`src/rtl/display7_scan.sv`:
```
// display7_scan: time-multiplexed common-anode 7-segment driver.
// One digit is lit per scan slot; new data is only adopted at the frame
// boundary so a frame never shows a mix of old and new values.
module display7_scan #(
   parameter int NUM_DIGITS   = 8,
   parameter int SCAN_DIV     = 100000,
   parameter int GUARD        = 16,
   parameter int BLINK_FRAMES = 250
) (
   input  logic                    iClk,
   input  logic                    iRst_n,
   input  logic                    iLoad,
   input  logic [4*NUM_DIGITS-1:0] iDigits,
   input  logic [NUM_DIGITS-1:0]   iDp,
   input  logic [NUM_DIGITS-1:0]   iBlinkMask,
   input  logic                    iLzs,
   output logic [NUM_DIGITS-1:0]   oAn,
   output logic [6:0]              oLed,
   output logic                    oDp,
   output logic                    oFrame
);

   localparam int DIV_W = $clog2(SCAN_DIV);
   localparam int IDX_W = (NUM_DIGITS > 1) ? $clog2(NUM_DIGITS) : 1;
   localparam int BLK_W = $clog2(BLINK_FRAMES + 1);

   localparam logic [DIV_W-1:0] DIV_LAST = DIV_W'(SCAN_DIV - 1);
   localparam logic [DIV_W-1:0] GUARD_C  = DIV_W'(GUARD);
   localparam logic [IDX_W-1:0] IDX_LAST = IDX_W'(NUM_DIGITS - 1);
   localparam logic [BLK_W-1:0] BLK_LAST = BLK_W'(BLINK_FRAMES - 1);

   // Active-low segment pattern {g,f,e,d,c,b,a}; 10..12 are bar glyphs.
   function automatic logic [6:0] seg7(input logic [3:0] code);
      case (code)
         4'd0:    seg7 = 7'b1000000;
         4'd1:    seg7 = 7'b1111001;
         4'd2:    seg7 = 7'b0100100;
         4'd3:    seg7 = 7'b0110000;
         4'd4:    seg7 = 7'b0011001;
         4'd5:    seg7 = 7'b0010010;
         4'd6:    seg7 = 7'b0000010;
         4'd7:    seg7 = 7'b1111000;
         4'd8:    seg7 = 7'b0000000;
         4'd9:    seg7 = 7'b0010000;
         4'd10:   seg7 = 7'b1110111;
         4'd11:   seg7 = 7'b0111111;
         4'd12:   seg7 = 7'b1111110;
         default: seg7 = 7'b1111111;
      endcase
   endfunction

   logic [DIV_W-1:0]        div_q, div_d;
   logic [IDX_W-1:0]        idx_q, idx_d;
   logic [BLK_W-1:0]        bcnt_q, bcnt_d;
   logic                    bphase_q, bphase_d;
   logic                    wrap;

   logic [4*NUM_DIGITS-1:0] shd_dig_q, dsp_dig_q;
   logic [NUM_DIGITS-1:0]   shd_dp_q, dsp_dp_q;
   logic [NUM_DIGITS-1:0]   shd_bm_q, dsp_bm_q;

   logic [NUM_DIGITS-1:0]   an_q, an_d;
   logic [6:0]              led_q, led_d;
   logic                    dp_q, dp_d;
   logic                    frame_q;

   // Per-digit view of the display codes plus leading-zero analysis.
   // sig[k] is set when any digit at or above k holds a visible glyph (1..12).
   logic [3:0]              dig_arr [NUM_DIGITS];
   logic [NUM_DIGITS-1:0]   sig;
   logic [NUM_DIGITS-1:0]   supp;

   genvar gi;
   generate
      for (gi = 0; gi < NUM_DIGITS; gi++) begin : g_digit
         logic vis;
         assign dig_arr[gi] = dsp_dig_q[4*gi +: 4];
         assign vis = (dig_arr[gi] >= 4'd1) && (dig_arr[gi] <= 4'd12);
         if (gi == NUM_DIGITS - 1) begin : g_top
            assign sig[gi] = vis;
         end else begin : g_mid
            assign sig[gi] = vis | sig[gi+1];
         end
         if (gi == 0) begin : g_lsd
            assign supp[gi] = 1'b0;
         end else begin : g_upper
            assign supp[gi] = iLzs & ~sig[gi];
         end
      end
   endgenerate

   // Scan divider, digit index and blink phase next-state.
   always_comb begin
      div_d    = div_q + DIV_W'(1);
      idx_d    = idx_q;
      bcnt_d   = bcnt_q;
      bphase_d = bphase_q;
      wrap     = 1'b0;
      if (div_q == DIV_LAST) begin
         div_d = '0;
         if (idx_q == IDX_LAST) begin
            idx_d = '0;
            wrap  = 1'b1;
         end else begin
            idx_d = idx_q + IDX_W'(1);
         end
      end
      if (wrap) begin
         if (bcnt_q == BLK_LAST) begin
            bcnt_d   = '0;
            bphase_d = ~bphase_q;
         end else begin
            bcnt_d = bcnt_q + BLK_W'(1);
         end
      end
   end

   // Output pattern for the slot currently addressed by div/index.
   always_comb begin
      logic blank;
      blank = supp[idx_q] | (bphase_q & dsp_bm_q[idx_q]);
      an_d  = '1;
      if (div_q >= GUARD_C) begin
         an_d[idx_q] = 1'b0;
      end
      led_d = blank ? 7'h7F : seg7(dig_arr[idx_q]);
      dp_d  = blank ? 1'b1 : ~dsp_dp_q[idx_q];
   end

   // State, shadow/display data and registered outputs.
   always_ff @(posedge iClk or negedge iRst_n) begin
      if (!iRst_n) begin
         div_q     <= '0;
         idx_q     <= '0;
         bcnt_q    <= '0;
         bphase_q  <= 1'b0;
         shd_dig_q <= '1;
         shd_dp_q  <= '0;
         shd_bm_q  <= '0;
         dsp_dig_q <= '1;
         dsp_dp_q  <= '0;
         dsp_bm_q  <= '0;
         an_q      <= '1;
         led_q     <= 7'h7F;
         dp_q      <= 1'b1;
         frame_q   <= 1'b0;
      end else begin
         div_q    <= div_d;
         idx_q    <= idx_d;
         bcnt_q   <= bcnt_d;
         bphase_q <= bphase_d;
         if (iLoad) begin
            shd_dig_q <= iDigits;
            shd_dp_q  <= iDp;
            shd_bm_q  <= iBlinkMask;
         end
         // Display takes the shadow as it was before this edge, so a load
         // coincident with the boundary waits for the next frame.
         if (wrap) begin
            dsp_dig_q <= shd_dig_q;
            dsp_dp_q  <= shd_dp_q;
            dsp_bm_q  <= shd_bm_q;
         end
         an_q    <= an_d;
         led_q   <= led_d;
         dp_q    <= dp_d;
         frame_q <= wrap;
      end
   end

   assign oAn    = an_q;
   assign oLed   = led_q;
   assign oDp    = dp_q;
   assign oFrame = frame_q;

endmodule

```
`config.mk`:
```
export PLATFORM = sky130hd
export DESIGN_NAME = display7_scan
export DESIGN_NICKNAME = d
export VERILOG_FILES = /design/src/rtl/display7_scan.sv
export SDC_FILE = /design/constraint.sdc
export NUM_CORES = 1
export LEC_CHECK = 0
export BUFFER_PORTS_ARGS = -buffer_cell sky130_fd_sc_hd__buf_2
export CORE_ASPECT_RATIO = 0.8
export CORE_MARGIN = 8
export CORE_UTILIZATION = 40
export CTS_CLUSTER_DIAMETER = 150
export CTS_CLUSTER_SIZE = 40
export DETAILED_ROUTE_END_ITERATION = 10
export PLACE_DENSITY = 0.7
export SYNTH_ARGS = -nofsm -noshare
export SYNTH_HDL_FRONTEND = slang
export SYNTH_SLANG_ARGS = --single-unit
```
`constraint.sdc`:
```
create_clock -name iClk -period 2.27 [get_ports iClk]
set_clock_uncertainty 0.1 [all_clocks]
set_input_delay 0.454 -clock iClk [delete_from_list [all_inputs] [get_ports iClk]]
set_output_delay 0.454 -clock iClk [all_outputs]
set_load 0.02 [all_outputs]
```
==> results of run 1 <==
[cells by family (layout without fill, tap and decap cells)]
logic type | after synthesis | after routing | share of synthesized area
XOR/XNOR | 16 | 16 | 0.0218
multiplexers | 115 | 115 | 0.205
AO/OA/AOI/OAI | 61 | 61 | 0.0683
adder cells (fa/ha/maj) | 12 | 12 | 0.0234
flip-flops | 142 | 142 | 0.569
AND/OR/NAND/NOR | 109 | 109 | 0.0896
buffers and inverters | 33 | 156 | 0.0238
[power by group]
group	internal (uW)	switching [uW]	total, uW
logic	122	101	224
registers	2670	59.9	2730
clock network	1660	1080	2740
total	4450	1240	5690
[layout by cell type (no fill, tap or decap), types with 5 or more instances in the layout]
cell                        instances
sky130_fd_sc_hd__a21oi_1            7
sky130_fd_sc_hd__buf_12             7
sky130_fd_sc_hd__buf_2             67
sky130_fd_sc_hd__buf_4             32
sky130_fd_sc_hd__clkbuf_16         22
sky130_fd_sc_hd__dfrtp_1           59
sky130_fd_sc_hd__dfstp_2           80
sky130_fd_sc_hd__ha_1              10
sky130_fd_sc_hd__inv_1              9
sky130_fd_sc_hd__mux2_1            16
sky130_fd_sc_hd__mux2_2            55
sky130_fd_sc_hd__mux2_4            30
sky130_fd_sc_hd__mux2i_1           11
sky130_fd_sc_hd__nand2_1           27
sky130_fd_sc_hd__nand3_1           20
sky130_fd_sc_hd__nor2_1            21
sky130_fd_sc_hd__nor2b_1            7
sky130_fd_sc_hd__o211ai_1          10
sky130_fd_sc_hd__o21ai_0           12
sky130_fd_sc_hd__o22ai_1            5
sky130_fd_sc_hd__or4_1              6
sky130_fd_sc_hd__xnor2_1            9
sky130_fd_sc_hd__xor2_1             7
[path summary, 6_finish.rpt]
path	to	cells after the start	slack [ps]
hold reg to reg	dsp_bm_q[6]	1	380
max in group asynchronous	dsp_dig_q[25]	3	920
hold / removal	shd_dp_q[7]	2	170
setup reg to reg	dsp_bm_q[5]	7	-40
setup / recovery	dsp_bm_q[5]	7	-40
min in group asynchronous	div_q[7]	2	460
[what timing repair did]
action                                  CTS  global route
resized for setup                         3            38
hold endpoints to repair                  9             0
pin swaps                                 1             5
buffers inserted                          1             8
hold buffers                              1             0
endpoints found under the setup margin    6            41
gates cloned                              0             3
[layer usage]
layer	part of all wire	up-vias	global-route usage
met5	0	-	0
li1	-	1987	-
met2	0.45	133	0.219
met1	0.47	2167	0.194
met3	0.066	21	0.0446
met4	0.012	0	0.0408
[state kept, by name (all words and copies together) (netlist names)]
name       count
bcnt_q         8
dsp_bm_q       8
shd_dig_q     32
shd_bm_q       8
oLed           7
oDp            1
oAn            8
dsp_dig_q     32
dsp_dp_q       8
div_q         17
idx_q          3
oFrame         1
shd_dp_q       8
bphase_q       1
[final cells by class]
cell class,instances,area share
clock buffer,24,0.0655
timing repair buffer,112,0.101
tap,215,0.0330
sequential,142,0.448
clock inverter,8,0.00782
multi-input combinational,313,0.339
inverter,12,0.00583
[cell usage after synthesis (all sizes together), types with 7 or more instances]
library cell / count / area, sq um
a21oi: 9 / 48.8
mux2: 101 / 1140
inv: 12 / 45.0
or4: 7 / 56.3
nor2b: 8 / 50.1
xnor2: 9 / 78.8
nand2: 27 / 101
nor2: 21 / 78.8
buf: 18 / 96.4
dfrtp: 62 / 1550
ha: 12 / 150
o21ai: 15 / 75.1
xor2: 7 / 61.3
dfstp: 80 / 2100
mux2i: 11 / 110
o211ai: 10 / 75.1
nand3: 21 / 110
[through the flow]
| step | area, sq um | hold slack, ps | TNS [ps] | setup WS (ps) |
|---|---|---|---|---|
| floorplan | 6450 | 58.4 | -109 | -42.2 |
| global placement | 7240 | 311 | -23.9 | -14.6 |
| detailed placement | 7240 | 323 | -443 | -110 |
| CTS | 7880 | 156 | -0.117 | -0.117 |
| global route | 8160 | 153 | -1280 | -83.5 |
| finish | 8160 | 168 | -249 | -39.1 |
==> results by group, run 1 <==
Synthesis
  • Proportion of synthesized chip area in sequential cells: 0.569
  • Number of synthesized register bits: 142
  • FFs w/ async S/R, synth: 1.00
  • EDFF count, synth: 0
  • Synth warn: 0
  • Synth cell types: 54
  • Netlist Area Pre-Place: 0.00643 sq mm
  • Flip-flop cell with the highest count after synthesis: sky130_fd_sc_hd__dfstp_2
  • Net count after synthesis: 552
  • Synthesized instance count: 488
  • Syn Area/Cell: 13.2 sq um

Final layout
  • Antenna Diode Count: 0
  • Combined area of the multi-input logic cells: 0.00277 sq mm
  • Seq. cell area: 0.00366 sq mm
  • Area Growth Syn to Fin: 27.0%
  • Non-Filler Instances: 826
  • Final core utilization: 0.518
  • Fraction of layout cells with a size suffix above 1: 0.540
  • Number of fill cells in the layout: 1,337
  • Final net count: 662

Power and ir drop
  • Maximum vdd ir drop: 0.484 mV
  • Power density of the placed cells: 698 mW/mm^2
  • Power consumption: 5690 uW
  • Leakage: 0.00359 uW

Global routing
  • Pin count of the biggest net entering global routing: 50
  • Global route overflow: 0
  • Wire length of the first global-routing pass: 23,200 um
  • Initial antenna violation count: 0
  • Total routing usage reported by global routing: 0.144
  • Via count of the first global-routing pass: 4,512

Clocking
  • Clock-pin slew on the worst setup and hold paths: 60 ps
  • Clock insertion delay at the later pin of the skew report: 420 ps
  • Inserted Clock Buffers: 17
  • Clock tree from TritonCTS: done
  • Clock sink total: 142
  • Root buf cell: sky130_fd_sc_hd__clkbuf_16
  • Number of H-tree levels: 4
  • Maximum buffer depth of the clock tree: 2

Setup path
  • Launching element type of the critical path: flop
  • Type of element capturing the critical path: flop
  • Delay contributed by the slowest stage of the critical path: 550 ps
  • Cell breakdown of the critical path: or4_4 -> nor4_4 -> nand3_2 -> inv_4 -> buf_12 -> clkbuf_16 -> mux2_1
  • Highest fanout seen on the critical path: 7
  • Kind of cell adding the most delay to the critical path: simple AND/OR/NAND/NOR gates
  • Cell with the largest stage delay on the worst path: sky130_fd_sc_hd__or4_4
  • Crit. Startpoint: div_q[12]
  • CP arrival: 2500 ps
  • Crit Path Category: reg2reg
  • Data required time of the worst path: 2460 ps
  • Worst flop-to-flop path startpoint: div_q[12]
  • Number of buffers and inverters on the critical path: 3

Detailed routing
  • Count of TritonRoute iterations in the first routing pass: 4
  • Final routed wire length divided by cell count: 17.8 um
  • DRC violation total after the first TritonRoute iteration: 258
  • Number of nets still failing antenna checks after routing: 0
  • Via count of the routed design: 4,308
  • Count of unresolved DRC violations after routing: 0
  • Post-detailed-route via-to-cell ratio: 5.22
  • Post-Route WL: 14,700 um

Floorplanning
  • Die height: 129 um
  • Starting utilization of the core area: 0.408
  • Die footprint: 0.0204 sq mm
  • Boundary Pins: 69
  • Die boundary width: 158 um
  • Core Region: 0.0157 sq mm
  • Cell Rows: 41

Timing
  • Slew at the pin with the worst max-slew slack: 515 ps
  • Setup violation total in the final timing report: 17
  • Setup repair after global routing missed its margin: yes
  • Clock period minus final worst setup slack: 2310 ps
  • Max Transition Viols Final: 0
  • FMAX: 0.433 GHz
  • Worst relative slew slack: 0.657
  • Final number of hold-violating endpoints: 0
  • Final worst path period share: 1.02
  • Setup slack after layout: -39.1 ps

Job
  • Number of max-capacitance violations reported: 0

Placed design
  • Number of port buffers: 68
  • Routability congestion estimate: 0.901
  • Post-detailed-placement half-perimeter wirelength: 10,200 um
  • # placed instances: 781

Outcome
  • Result of the run: finished with violations
  • Failing checks: negative setup slack

Min path
  • Type of the most critical hold path: in2reg
  • Min-Delay Startpoint: iDp[7]
(Power assumes the default switching activity.)
==> run 2: changes to the inputs <==
--- a/config.mk
+++ b/config.mk
@@ -12,7 +12,7 @@
 export CTS_CLUSTER_DIAMETER = 150
 export CTS_CLUSTER_SIZE = 40
 export DETAILED_ROUTE_END_ITERATION = 10
-export PLACE_DENSITY = 0.7
+export PLACE_DENSITY = 0.68
 export SYNTH_ARGS = -nofsm -noshare
 export SYNTH_HDL_FRONTEND = slang
 export SYNTH_SLANG_ARGS = --single-unit
==> constraint.sdc (replaced) <==
create_clock -name iClk -period 2.85 [get_ports iClk]
set_clock_uncertainty 0.1 [all_clocks]
set_input_delay 0.57 -clock iClk [delete_from_list [all_inputs] [get_ports iClk]]
set_output_delay 0.57 -clock iClk [all_outputs]
set_load 0.02 [all_outputs]
==> run 2 against run 1 <==
Net effect: global-route usage is 0.69 points lower; the run now ends clean; combinational power decreased by 24%; wire length shrank 11%; sequential power shrank 21%; sequential cell count unchanged; sequential share of layout area grew 2.9 points; first-iteration DRC count is 10% lower; clock power is 21% lower; critical endpoint is now oLed[6]; worst hold slack better by 110 ps; die area unchanged; cell area shrank 6.1%; via count is 5.1% lower.
==> results by group, run 2 (same netlist as run 1, synthesis figures left out) <==
Outcome
  • Result of the run: finished clean

Detailed routing
  • Count of TritonRoute iterations in the first routing pass: 4 (unchanged)
  • Post-detailed-route via-to-cell ratio: 5.14 (-1.5%)
  • Post-Route WL: 13,200 um (-11%)
  • Via count of the routed design: 4,088 (-5.1%)
  • Count of unresolved DRC violations after routing: 0 (unchanged)
  • DRC violation total after the first TritonRoute iteration: 231 (-10%)
  • Number of nets still failing antenna checks after routing: 0 (unchanged)
  • Final routed wire length divided by cell count: 16.5 um (-7.1%)

Setup path
  • Launching element type of the critical path: flop
  • CP arrival: 2810 ps (+310 ps)
  • Worst flop-to-flop path startpoint: idx_q[0]
  • Highest fanout seen on the critical path: 15 (+8)
  • Crit Path Category: reg2reg
  • Data required time of the worst path: 3080 ps (+620 ps)
  • Slack of the worst reg-to-reg path: 270 ps (+310 ps)
  • Endpoint of the most critical register-to-register path: oLed[6]
  • Type of element capturing the critical path: flop
  • Depth of the worst register-to-register path: 8 (+1)

Timing
  • Total negative slack for setup checks: 0 ps (+249 ps)
  • Worst relative slew slack: 0.420 (-0.237)
  • Clock period minus final worst setup slack: 2580 ps (+268 ps)
  • Setup violation total in the final timing report: 0 (-17)
  • Setup slack after layout: 273 ps (+312 ps)
  • Max Transition Viols Final: 0 (unchanged)
  • Setup repair after global routing missed its margin: no
  • FMAX: 0.388 GHz (-10%)
  • Final worst path period share: 0.904 (-0.113)
  • Slew at the pin with the worst max-slew slack: 870 ps (+355 ps)
  • Final number of hold-violating endpoints: 0 (unchanged)

Placed design
  • # placed instances: 763 (-2.3%)
  • Post-Place Setup Slack: 299 ps (+410 ps)
  • Number of port buffers: 68 (unchanged)
  • Routability congestion estimate: 0.859 (-4.7%)
  • Post-detailed-placement half-perimeter wirelength: 9670 um (-5.3%)

Power and ir drop
  • Switching Power: 937 uW (-25%)
  • Comb power frac: 0.038 (about the same)
  • Clock share of power: 0.482 (about the same)
  • Net Sw Frac: 0.208 (-0.0107)
  • Leakage: 0.00343 uW (-4.4%)
  • Maximum vdd ir drop: 0.455 mV (-6.0%)
  • Internal: 3570 uW (-20%)
  • Power density of the placed cells: 588 mW/mm^2 (-16%)
  • Power consumption: 4510 uW (-21%)
  • Sequential Power Share: 0.481 (+0.002)

Clocking
  • Clock-pin slew on the worst setup and hold paths: 60 ps (about the same)
  • Clock insertion delay at the later pin of the skew report: 420 ps (about the same)
  • Root buf cell: sky130_fd_sc_hd__clkbuf_16
  • Post-CTS Setup Repair Bufs: 0 (-1)
  • Clock tree from TritonCTS: done
  • Clock sink total: 142 (unchanged)
  • Number of H-tree levels: 4 (unchanged)
  • Maximum buffer depth of the clock tree: 2 (unchanged)
  • Inserted Clock Buffers: 17 (unchanged)

Final layout
  • Non-Filler Instances: 796 (-3.6%)
  • Fraction of layout cells with a size suffix above 1: 0.448 (-0.0926)
  • Seq. cell area: 0.00365 sq mm (-0.10%)
  • Number of fill cells in the layout: 1,404 (+5.0%)
  • Leading cell type in the layout, fill and taps excluded: sky130_fd_sc_hd__dfstp_2
  • Leading cell types in the layout, fill and taps excluded: 80 x sky130_fd_sc_hd__dfstp_2, 67 x sky130_fd_sc_hd__buf_2, 62 x sky130_fd_sc_hd__dfrtp_1, 58 x sky130_fd_sc_hd__mux2_2, 43 x sky130_fd_sc_hd__mux2_1
  • Antenna Diode Count: 0 (unchanged)
  • Area Growth Syn to Fin: 19.2%
  • Largest regs: dsp_dig_q: 32 flops, shd_dig_q: 32 flops, div_q: 17 flops
  • Final net count: 632 (-4.5%)
  • Combined area of the multi-input logic cells: 0.00262 sq mm (-5.3%)

Global routing
  • Initial antenna violation count: 0 (unchanged)
  • Total routing usage reported by global routing: 0.137 (-0.00686)
  • Via count of the first global-routing pass: 4,305 (-4.6%)
  • Pin count of the biggest net entering global routing: 74 (+48%)
  • Wire length of the first global-routing pass: 21,800 um (-6.0%)
  • Global route overflow: 0 (unchanged)

Floorplanning
  • Starting utilization of the core area: 0.408 (unchanged)
  • Core Region: 0.0157 sq mm (unchanged)
  • Die footprint: 0.0204 sq mm (unchanged)
  • Die height: 129 um (unchanged)
  • Die boundary width: 158 um (unchanged)
  • Boundary Pins: 69 (unchanged)
  • Cell Rows: 41 (unchanged)

Min path
  • Min-Delay Endpoint: shd_dig_q[14]
  • Min-Delay Startpoint: iDigits[14]
  • Cell count of the worst hold path: 2 (unchanged)
  • Type of the most critical hold path: in2reg

Job
  • Number of max-capacitance violations reported: 0 (unchanged)
## run 2: changes by cell type in the layout (fill, tap and decap cells not counted), sizes merged
cell      before  now
clkinv         2    5
buf          108   81
inv           16   15
clkbuf        27   21
clkinvlp       2    1
bufinv         0    2
## run 2: power by group through the flow
stage | Combinational (uW) | Clock, uW | Sequential (uW)
2_1_floorplan | 84.6 | 0 | 2180
6_report | 171 | 2170 | 2170
5_1_grt | 192 | 2320 | 2180
3_5_place_dp | 174 | 0 | 2200
3_3_place_gp | 168 | 0 | 2200
4_1_cts | 176 | 2230 | 2170
## run 2: per-layer routing
layer	part of all wire	global-route usage
met5	0	0
met3	0.063	0.0409
met2	0.45	0.202
met4	0.014	0.0637
met1	0.48	0.181
## run 2: what timing repair did
| item | CTS | global route |
|---|---|---|
| hold buffers | 1 | 0 |
| endpoints found under the hold margin | 5 | 0 |
| resized for setup | 0 | 0 |
## run 2: final cells by class
type | instances | share of cell area
multi-input combinational | 313 | 0.342
tap | 215 | 0.0351
timing repair buffer | 82 | 0.0642
clock buffer | 21 | 0.0616
clock inverter | 11 | 0.0145
sequential | 142 | 0.477
inverter | 12 | 0.00588
## run 2: stage by stage
step	hold WS (ps)	cell area, sq um	util
after global placement	363	7070	0.449
after detailed placement	364	7070	0.449
after CTS	258	7660	0.487
final	280	7660	0.487
after global routing	268	7660	0.487
after floorplan	174	6430	-
## run 2: how the worst max path moves through the flow
stage | start | end | slack, ps | cells after the start
floorplan | idx_q[0] | oLed[6] | 400 | 11
global placement | idx_q[0] | oLed[6] | 410 | 8
detailed placement | idx_q[0] | oLed[6] | 300 | 8
CTS | idx_q[0] | oLed[6] | 300 | 8
global route | idx_q[0] | oLed[0] | 100 | 6
finish | idx_q[0] | oLed[6] | 270 | 8
## run 2: critical path: stages, from the launching register on
cell and delay, ps:
sky130_fd_sc_hd__dfrtp_1 740, sky130_fd_sc_hd__mux4_2 580, sky130_fd_sc_hd__mux2i_1 250, sky130_fd_sc_hd__inv_1 180, sky130_fd_sc_hd__ha_1 250, sky130_fd_sc_hd__inv_1 70
sky130_fd_sc_hd__mux2i_1 80, sky130_fd_sc_hd__o22ai_1 150, sky130_fd_sc_hd__nand2_1 80
